File: config.mk
export PLATFORM = sky130hd
export DESIGN_NAME = rr_arbiter16
export DESIGN_NICKNAME = d
export VERILOG_FILES = /design/src/rtl/arb_pkg.sv /design/src/rtl/rr_pick_onehot.sv /design/src/rtl/rr_arbiter16.sv
export SDC_FILE = /design/constraint.sdc
export NUM_CORES = 1
export LEC_CHECK = 0
export ABC_AREA = 1
export BUFFER_PORTS_ARGS = -buffer_cell sky130_fd_sc_hd__clkbuf_2
export CAP_MARGIN = 0
export CORE_MARGIN = 4
export CORE_UTILIZATION = 57
export DETAILED_ROUTE_END_ITERATION = 8
export PLACE_DENSITY_LB_ADDON = 0.15
export RECOVER_POWER = 100
export SLEW_MARGIN = 20
export SYNTH_ARGS = -nofsm -noshare
export SYNTH_HDL_FRONTEND = slang
export SYNTH_SLANG_ARGS = --single-unit
File: constraint.sdc
create_clock -name clk -period 2.3 [get_ports clk]
set_input_delay 0.69 -clock clk [delete_from_list [all_inputs] [get_ports clk]]
set_output_delay 0.69 -clock clk [all_outputs]
set_load 0.01 [all_outputs]
File: src/rtl/arb_pkg.sv
// Shared types and the reference round-robin pick for the 16-way arbiter.
// The pick function scans from ptr with wrap-around and returns a one-hot (or zero) vector.
package arb_pkg;

  typedef enum logic {IDLE, GRANT} arb_state_t;

  localparam int ARB_N_DEFAULT = 16;

  function automatic logic [ARB_N_DEFAULT-1:0] rr_pick(
    input logic [ARB_N_DEFAULT-1:0] req,
    input int unsigned              ptr
  );
    logic [ARB_N_DEFAULT-1:0] result;
    int unsigned              idx;
    result = '0;
    for (int k = 0; k < ARB_N_DEFAULT; k++) begin
      idx = (ptr + k) % ARB_N_DEFAULT;
      if (req[idx] && result == '0) result[idx] = 1'b1;
    end
    return result;
  endfunction

endpackage

File: src/rtl/rr_pick_onehot.sv
// Combinational round-robin selector: first set request at or after ptr, wrapping.
// The request vector is doubled so the wrap-around becomes a plain lowest-set-bit search.
module rr_pick_onehot #(
  parameter  int N  = 16,
  localparam int PW = $clog2(N)
) (
  input  logic [N-1:0]  req,
  input  logic [PW-1:0] ptr,
  output logic [N-1:0]  onehot
);

  logic [2*N-1:0] dbl;
  logic [2*N-1:0] masked;
  logic [2*N-1:0] iso;

  assign dbl    = {req, req};
  // Lower copy keeps only bits >= ptr; upper copy supplies the wrapped candidates.
  assign masked = dbl & ({(2*N){1'b1}} << ptr);
  assign iso    = masked & (~masked + (2*N)'(1));
  assign onehot = iso[N-1:0] | iso[2*N-1:N];

endmodule

File: src/rtl/rr_arbiter16.sv
// Round-robin arbiter feeding a 16-to-4 encoder: registered one-hot grant, hold limit,
// forced-release timeout pulse and a mandatory idle bubble between consecutive grants.
module rr_arbiter16
  import arb_pkg::*;
#(
  parameter int N        = ARB_N_DEFAULT,
  parameter int MAX_HOLD = 64
) (
  input  logic         clk,
  input  logic         reset,
  input  logic [N-1:0] req,
  input  logic         owner_done,
  output logic [N-1:0] grant,
  output logic         grant_valid,
  output logic         timeout
);

  localparam int PW = $clog2(N);
  localparam int CW = $clog2(MAX_HOLD);

  arb_state_t    state;
  logic [PW-1:0] ptr;
  logic [PW-1:0] owner;
  logic [CW-1:0] hold_cnt;

  logic [N-1:0]  pick;
  logic [PW-1:0] pick_idx;
  logic          owner_gone;
  logic          hold_expired;

  rr_pick_onehot #(.N(N)) u_pick (
    .req    (req),
    .ptr    (ptr),
    .onehot (pick)
  );

  // NOTE: every always_comb output gets a default first so no latch is inferred.
  always_comb begin
    pick_idx = '0;
    for (int i = 0; i < N; i++) begin
      if (pick[i]) pick_idx = PW'(i);
    end
  end

  assign owner_gone   = !req[owner];
  assign hold_expired = (hold_cnt == CW'(MAX_HOLD - 1));

  // NOTE: state registers use non-blocking assignments so every flop samples pre-edge values.
  always_ff @(posedge clk) begin
    if (reset) begin
      state       <= IDLE;
      grant       <= '0;
      grant_valid <= 1'b0;
      timeout     <= 1'b0;
      ptr         <= '0;
      owner       <= '0;
      hold_cnt    <= '0;
    end else begin
      timeout <= 1'b0;
      case (state)
        IDLE: begin
          if (|req) begin
            grant       <= pick;
            grant_valid <= 1'b1;
            owner       <= pick_idx;
            hold_cnt    <= '0;
            state       <= GRANT;
          end
        end
        GRANT: begin
          if (owner_done || owner_gone || hold_expired) begin
            grant       <= '0;
            grant_valid <= 1'b0;
            state       <= IDLE;
            ptr         <= (owner == PW'(N - 1)) ? '0 : owner + 1'b1;
            // A voluntary release or withdrawal takes precedence over the hold limit.
            timeout     <= !owner_done && !owner_gone;
          end else begin
            hold_cnt <= hold_cnt + 1'b1;
          end
        end
        default: state <= IDLE;
      endcase
    end
  end

endmodule

==> summary.txt, run 1 <==
Outcome
  • Result of the run: finished clean

Cells and area
  • Non-Filler Instances: 523
  • Layout cells sized above 1: 19.0%
  • Ant diodes: 0
  • Synth-to-layout area growth: 24.9%
  • Fin nets: 493

Power
  • Leakage dissipation: 1.40 nW
  • Pint: 1.17 mW
  • Sw Ratio: 29.2%
  • Peak supply drop: 538 uV
  • Proportion of power drawn by the clock network: between 30 and 40%
  • Switching component of the power: 0.482 mW
  • Power per unit of standard cell area: 559 mW/mm2
  • Relative contribution of combinational cells to total power: between 20% and 30%
  • Proportion of power drawn by flip-flops and latches: a little under two fifths

GRT
  • Antenna violations before repair: 0
  • Maximum number of pins on one net before global-route repair: 22
  • Global-route usage over all layers: between 20% and 30%
  • Global-route wire length before repair: 12300 um
  • Aggregate global routing overflow: 0
  • Via count of the first global-routing pass: 2689

Yosys
  • Post-synthesis instance total: roughly 400
  • Post-synthesis cell area: about 0.0024 mm2
  • Count of yosys warnings during synthesis: 0
  • Simple-Gate Fraction of Synth Area: 46.8%
  • Dominant synthesized flop cell: sky130_fd_sc_hd__dfxtp_1
  • Mux share of post-synthesis cell area: 0%
  • Register bit count reported by yosys: 33
  • Xor/xnor cell area share of the yosys netlist: 1.48%
  • Synth Area in Compound Gates: 12.3%
  • Adder-cell share of the synthesized area: 1.06%
  • Per-instance average area after synthesis: 5.91 um2
  • Count of flip-flops with a built-in enable after synthesis: 0
  • Combinational family with the most area after synthesis: simple AND/OR/NAND/NOR gates
  • Post-synth net total: 422
  • Fraction of the yosys area taken by sequential cells: 27.9%
  • Fraction of registers with async set/reset: 0%
  • Netlist cell types: 35

Placement
  • Count of buffers from port buffering: 36
  • Placer's final routability congestion estimate: 1.02
  • Final HPWL DP: 5940 um
  • DP Cell Count: about 500

Floorplan
  • Core box area: 0.00400 mm2
  • Die Area: about 0.0053 mm2
  • I/O Pins: 37
  • Die span in x: about 72 um
  • Placement Rows: 23
  • Die height: 72.5 um
  • Initial Utilization: between 50% and 60%

Clocking
  • Post-CTS clock slew at the launch and capture registers of the worst setup and hold paths: 70 ps
  • Cts-stage hold buffer count: 0
  • Worst-case clock buffer depth: 2
  • Clock sink count: 33
  • Setup Fix Bufs, Post-CTS: 0
  • TritonCTS clock tree: built
  • Worst skew pair latency: around 290 ps
  • Gates resized, CTS repair: 0
  • Depth of the CTS H-tree: 2
  • Root cell of the clock tree: sky130_fd_sc_hd__clkbuf_8
  • Number of clock buffers inserted by TritonCTS: 5

STA
  • Worst Hold Margin: between 400 and 500 ps
  • Transition time at the pin with the least slew margin: 498 ps
  • Fin crit share: a little over nine tenths
  • Maximum operating frequency: 463 MHz
  • Clk_skew: 5.11 ps
  • Final count of negative-setup-slack endpoints: 0
  • Sum Neg Setup Slack: 0 ps
  • Tightest slew margin relative to the limit: 66.8%
  • Total count of hold-check failures in the final report: 0
  • Clock period minus worst slack: between 2000 and 2500 ps
  • Final max-slew violation count: 0
  • Setup repair after global routing missed its margin: no

Critical path
  • Worst Setup End Kind: flop
  • Classification of the worst setup path: flop to flop
  • Worst EP required: approximately 2500 ps
  • Arrival time of data at the critical path endpoint: 2380 ps
  • Startpoint kind of the worst setup timing path: flop
  • Critical path peak fanout: 7

Drt
  • Number of vias in the routed layout: 2875
  • Number of DRC violations after detailed-routing iteration 0: ~260
  • Iteration count of the initial detailed-routing pass: 5
  • DRC Markers: 0
  • Detail-routed via count per cell: 5.50
  • Antenna viol nets, final: 0
  • WL final: 7550 um
  • Post-DR wirelength/cell: 14.4 um

Hold path
  • Hold Crit Class: flop to flop

Run
  • Number of maximum-capacitance violations: 0
## synth_stat cells, types with 4 or more instances
| master | n | area (um2) |
|---|---|---|
| sky130_fd_sc_hd__nand2_1 | 119 | 447 |
| sky130_fd_sc_hd__nor2_1 | 51 | 191 |
| sky130_fd_sc_hd__inv_1 | 46 | 173 |
| sky130_fd_sc_hd__dfxtp_1 | 33 | 661 |
| sky130_fd_sc_hd__nand3_1 | 33 | 165 |
| sky130_fd_sc_hd__a21oi_1 | 24 | 120 |
| sky130_fd_sc_hd__o21ai_0 | 17 | 85.1 |
| sky130_fd_sc_hd__nand4_1 | 11 | 68.8 |
| sky130_fd_sc_hd__nor2_2 | 7 | 43.8 |
| sky130_fd_sc_hd__nor3_1 | 6 | 30.0 |
| sky130_fd_sc_hd__clkbuf_1 | 5 | 18.8 |
| sky130_fd_sc_hd__nand2_2 | 5 | 31.3 |
| sky130_fd_sc_hd__nand3_2 | 4 | 40.0 |
## registers in the layout, summed over array words and instances (netlist names)
signal / flops
grant: 16
hold_cnt: 6
owner: 4
ptr: 4
grant_valid: 1
state: 1
timeout: 1
## cells in the final DEF, fill, tap and decap left out, types with 6 or more instances in the layout
| master | n |
|---|---|
| sky130_fd_sc_hd__nand4_1 | 11 |
| sky130_fd_sc_hd__a21oi_1 | 24 |
| sky130_fd_sc_hd__nor3_1 | 6 |
| sky130_fd_sc_hd__nand3_1 | 33 |
| sky130_fd_sc_hd__clkbuf_2 | 17 |
| sky130_fd_sc_hd__nor2_1 | 54 |
| sky130_fd_sc_hd__nand2_1 | 119 |
| sky130_fd_sc_hd__buf_4 | 35 |
| sky130_fd_sc_hd__clkbuf_1 | 20 |
| sky130_fd_sc_hd__inv_1 | 46 |
| sky130_fd_sc_hd__o21ai_0 | 18 |
| sky130_fd_sc_hd__dfxtp_1 | 31 |
## cell families after synthesis
family / Yosys count
DFF: 33
AOI/OAI and AO/OA: 53
and+or+nand+nor: 248
buffers and inverters: 61
adders and majority gates: 2
xor gates and xnor gates: 4
## routing by layer
layer	wire (um)	global-route usage [%]	part of all wire [%]
met2	3480	48.4	46
met3	609	6.23	8.1
met1	3340	40.0	44
met4	121	9.43	1.6
met5	0	0	0
## path summary, 6_finish.rpt
kind / cells past startpoint / end / slack [ps] / start
worst min-delay path: 2 / grant[8] / 460 / grant[8]
worst min register to register: 2 / grant[8] / 460 / grant[8]
worst max register to register: 12 / owner[1] / 140 / ptr[2]
worst max-delay path: 12 / owner[1] / 140 / ptr[2]
## layout make-up
type                       instances  area (um2)
timing repair buffer              75         458
clock inverter                     3        65.1
tap                               50        62.6
fill                             356        1040
clock buffer                       5        68.8
multi-input combinational        307        1460
inverter                          50         188
sequential                        33         663
## stage by stage
| stage | utilization, % | total power [mW] | setup WS (ps) | area [um2] |
|---|---|---|---|---|
| floorplan | - | 0.861 | 339 | 2370 |
| global placement | 71.7 | 1.02 | -38.5 | 2870 |
| detailed placement | 71.7 | 1.02 | -65.5 | 2870 |
| CTS | 75.1 | 1.66 | 111 | 3000 |
| global route | 74.0 | 1.73 | 1.40 | 2960 |
| finish | 74.0 | 1.65 | 139 | 2960 |
## power by group through the flow
| stage | combinational [mW] | sequential (mW) | clock (mW) |
|---|---|---|---|
| 2_1_floorplan | 0.232 | 0.629 | 0 |
| 3_3_place_gp | 0.375 | 0.643 | 0 |
| 3_5_place_dp | 0.378 | 0.644 | 0 |
| 4_1_cts | 0.381 | 0.631 | 0.646 |
| 5_1_grt | 0.419 | 0.636 | 0.672 |
| 6_report | 0.377 | 0.633 | 0.644 |
## worst max-delay path, stage by stage, from the launching register on
cell                       delay (ps)
sky130_fd_sc_hd__dfxtp_1          490
sky130_fd_sc_hd__nand2_1          180
sky130_fd_sc_hd__o21ai_2          340
sky130_fd_sc_hd__nand4_1          180
sky130_fd_sc_hd__clkinv_1         120
sky130_fd_sc_hd__nand2_2           50
sky130_fd_sc_hd__nor2_2           160
sky130_fd_sc_hd__nand3_1          100
sky130_fd_sc_hd__o31ai_1          120
sky130_fd_sc_hd__nor2_2            70
sky130_fd_sc_hd__nand2_1          100
sky130_fd_sc_hd__nor2_1            50
sky130_fd_sc_hd__a21oi_1          110
Note: power is estimated with default switching activity, not from simulation.
==> run 2, diff against run 1 <==
GPL_TIMING_DRIVEN = 0   (was not set)
==> summary.txt, run 2 (synthesized netlist as in run 1, its figures left out) <==
Clocking
  • Root cell of the clock tree: sky130_fd_sc_hd__clkbuf_8
  • Worst-case clock buffer depth: 2 (unchanged)
  • Worst skew pair latency: 290 ps (about the same)
  • TritonCTS clock tree: built
  • Cts-stage hold buffer count: 0 (unchanged)
  • Post-CTS clock slew at the launch and capture registers of the worst setup and hold paths: 70 ps (about the same)
  • Number of clock buffers inserted by TritonCTS: 5 (unchanged)
  • Clock sink count: 33 (unchanged)
  • Depth of the CTS H-tree: 2 (unchanged)

GRT
  • Maximum number of pins on one net before global-route repair: 11 (-50%)
  • Aggregate global routing overflow: 0 (unchanged)
  • Global-route wire length before repair: 11700 um (-4.7%)
  • Global-route usage over all layers: 28.8% (-1.2 points)
  • Via count of the first global-routing pass: 2428 (-9.7%)
  • Antenna violations before repair: 0 (unchanged)

Floorplan
  • Core box area: 0.00400 mm2 (unchanged)
  • Placement Rows: 23 (unchanged)
  • Die Area: 0.00526 mm2 (unchanged)
  • Die span in x: 72.5 um (unchanged)
  • Die height: 72.5 um (unchanged)
  • I/O Pins: 37 (unchanged)
  • Initial Utilization: 59.3% (unchanged)

Cells and area
  • Top reg by flops: grant
  • Ant diodes: 0 (unchanged)
  • Fin nets: 465 (-5.7%)
  • Top library cells by usage in the layout, fill and taps aside: sky130_fd_sc_hd__nand2_1, sky130_fd_sc_hd__nor2_1, sky130_fd_sc_hd__inv_1, sky130_fd_sc_hd__nand3_1, sky130_fd_sc_hd__dfxtp_1
  • Total area of multi-input combinational cells: 0.00149 mm2 (+2.1%)
  • Core utilization of the finished layout: 67.6% (-6.4 points)
  • Number of inserted filler cells in the final layout: 406 (+14%)
  • Leading cell type in the layout, fill and taps excluded: sky130_fd_sc_hd__nand2_1
  • Synth-to-layout area growth: 14.0%
  • Area used by sequential logic in the layout: 661 um2 (-0.38%)
  • Largest regs: grant: 16 flops, hold_cnt: 6 flops
  • Number of flip-flops under the largest register name: 16 (unchanged)
  • Layout cells sized above 1: 14.2% (-4.9 points)

STA
  • Clock period minus worst slack: 2200 ps (+34.3 ps)
  • Transition time at the pin with the least slew margin: 510 ps (+11.9 ps)
  • Clk_skew: 4.34 ps (-0.766 ps)
  • Final worst setup slack: 105 ps (-34.3 ps)
  • Setup repair after global routing missed its margin: no
  • Final max-slew violation count: 0 (unchanged)
  • Fin crit share: 95.4% (+1.5 points)
  • Tightest slew margin relative to the limit: 66.0% (-0.75 points)
  • Maximum operating frequency: 456 MHz (-1.6%)
  • Total count of hold-check failures in the final report: 0 (unchanged)
  • Final count of negative-setup-slack endpoints: 0 (unchanged)

Hold path
  • Hold Crit Class: flop to flop

Drt
  • Post-DR wirelength/cell: 14.8 um (+2.6%)
  • WL final: 7330 um (-2.9%)
  • Number of vias in the routed layout: 2821 (-1.9%)
  • DRC Markers: 0 (unchanged)
  • Antenna viol nets, final: 0 (unchanged)
  • Iteration count of the initial detailed-routing pass: 5 (unchanged)
  • Detail-routed via count per cell: 5.70 (+3.7%)
  • Number of DRC violations after detailed-routing iteration 0: 240 (-8.7%)

Placement
  • Final HPWL DP: 5790 um (-2.6%)
  • Placement Setup Slack: -278 ps (-212 ps)
  • Placer's final routability congestion estimate: 1.02 (+0.12%)
  • Count of buffers from port buffering: 35 (-2.8%)

Critical path
  • Worst EP required: 2470 ps (-50 ps)
  • Slowest stage cell, crit path: sky130_fd_sc_hd__or2_2
  • Buffers and inverters on the worst path: 3 (+2)
  • Critical-path cell list: buf_4 -> inv_1 -> o21ai_1 -> nand2_1 -> inv_1 -> nand2_1 -> nor2_1 -> nand3_1 -> o21ai_0 -> or2_2 -> nor3_2 -> nor2_1
  • Family with the most delay on the worst path: simple AND/OR/NAND/NOR gates
  • Critical path peak fanout: 8 (+1)
  • Startpoint kind of the worst setup timing path: flop
  • Arrival time of data at the critical path endpoint: 2370 ps (about the same)
  • Slowest cell delay on critical path: 350 ps (-140 ps)
  • Classification of the worst setup path: flop to flop
  • Worst Setup End Kind: flop

Outcome
  • Result of the run: finished clean

Run
  • Number of maximum-capacitance violations: 0 (unchanged)

Power
  • Leakage dissipation: 1.23 nW (-12%)
  • Peak supply drop: 405 uV (-25%)
  • Final total power: 1.40 mW (-16%)
  • Power per unit of standard cell area: 517 mW/mm2 (-7.6%)
-- run 2: power by group --
| group | internal, mW | switching, mW |
|---|---|---|
| logic | 0.112 | 0.243 |
| clock network | 0.210 | 0.216 |
| registers | 0.596 | 0.0202 |
-- run 2: path summary, 6_finish.rpt --
path | start | endpoint | slack, ps | depth (start not counted)
worst max-delay path | ptr[3] | owner[3] | 100 | 12
worst min-delay path | grant[13] | grant[13] | 450 | 2
worst max register to register | ptr[3] | owner[3] | 100 | 12
worst min register to register | grant[13] | grant[13] | 450 | 2
-- run 2: layout make-up --
cell class	count	share of cell area, %
repair buffers	36	5.92
flip-flops and latches	33	24.4
clock buffers	6	2.68
multi-input cells	307	54.9
inverters	50	6.94
well taps	50	2.31
clock inverters	2	0.370
plain buffers	11	2.41
-- run 2: metrics by stage --
| step | TNS, ps | cell area, um2 | hold WS [ps] | std cells |
|---|---|---|---|---|
| 2_1_floorplan | 0 | 2370 | 464 | 401 |
| 3_3_place_gp | -2360 | 2610 | 447 | 486 |
| 3_5_place_dp | -2580 | 2610 | 449 | 486 |
| 4_1_cts | 0 | 2690 | 460 | 494 |
| 5_1_grt | 0 | 2700 | 472 | 495 |
| 6_report | 0 | 2700 | 455 | 495 |
-- run 2: tightest hold or removal path: cells and delay by family (launching register included) --
kind | cells | cell delay (ps)
AOI/OAI and AO/OA | 1 | 50
DFF | 1 | 310
and+or+nand+nor | 1 | 60
-- run 2: routing by layer --
metal / track usage (%) / routed length (um) / up-vias
met2: 43.2 / 3250 / 131
met5: 0 / 0 / -
li1: - / - / 1371
met1: 42.0 / 3310 / 1300
met3: 4.57 / 622 / 19
met4: 9.22 / 142 / 0
-- run 2: what timing repair did --
action / CTS / global route
setup endpoints to repair: 0 / 13
buffers inserted: 0 / 1
resized for setup: 0 / 7
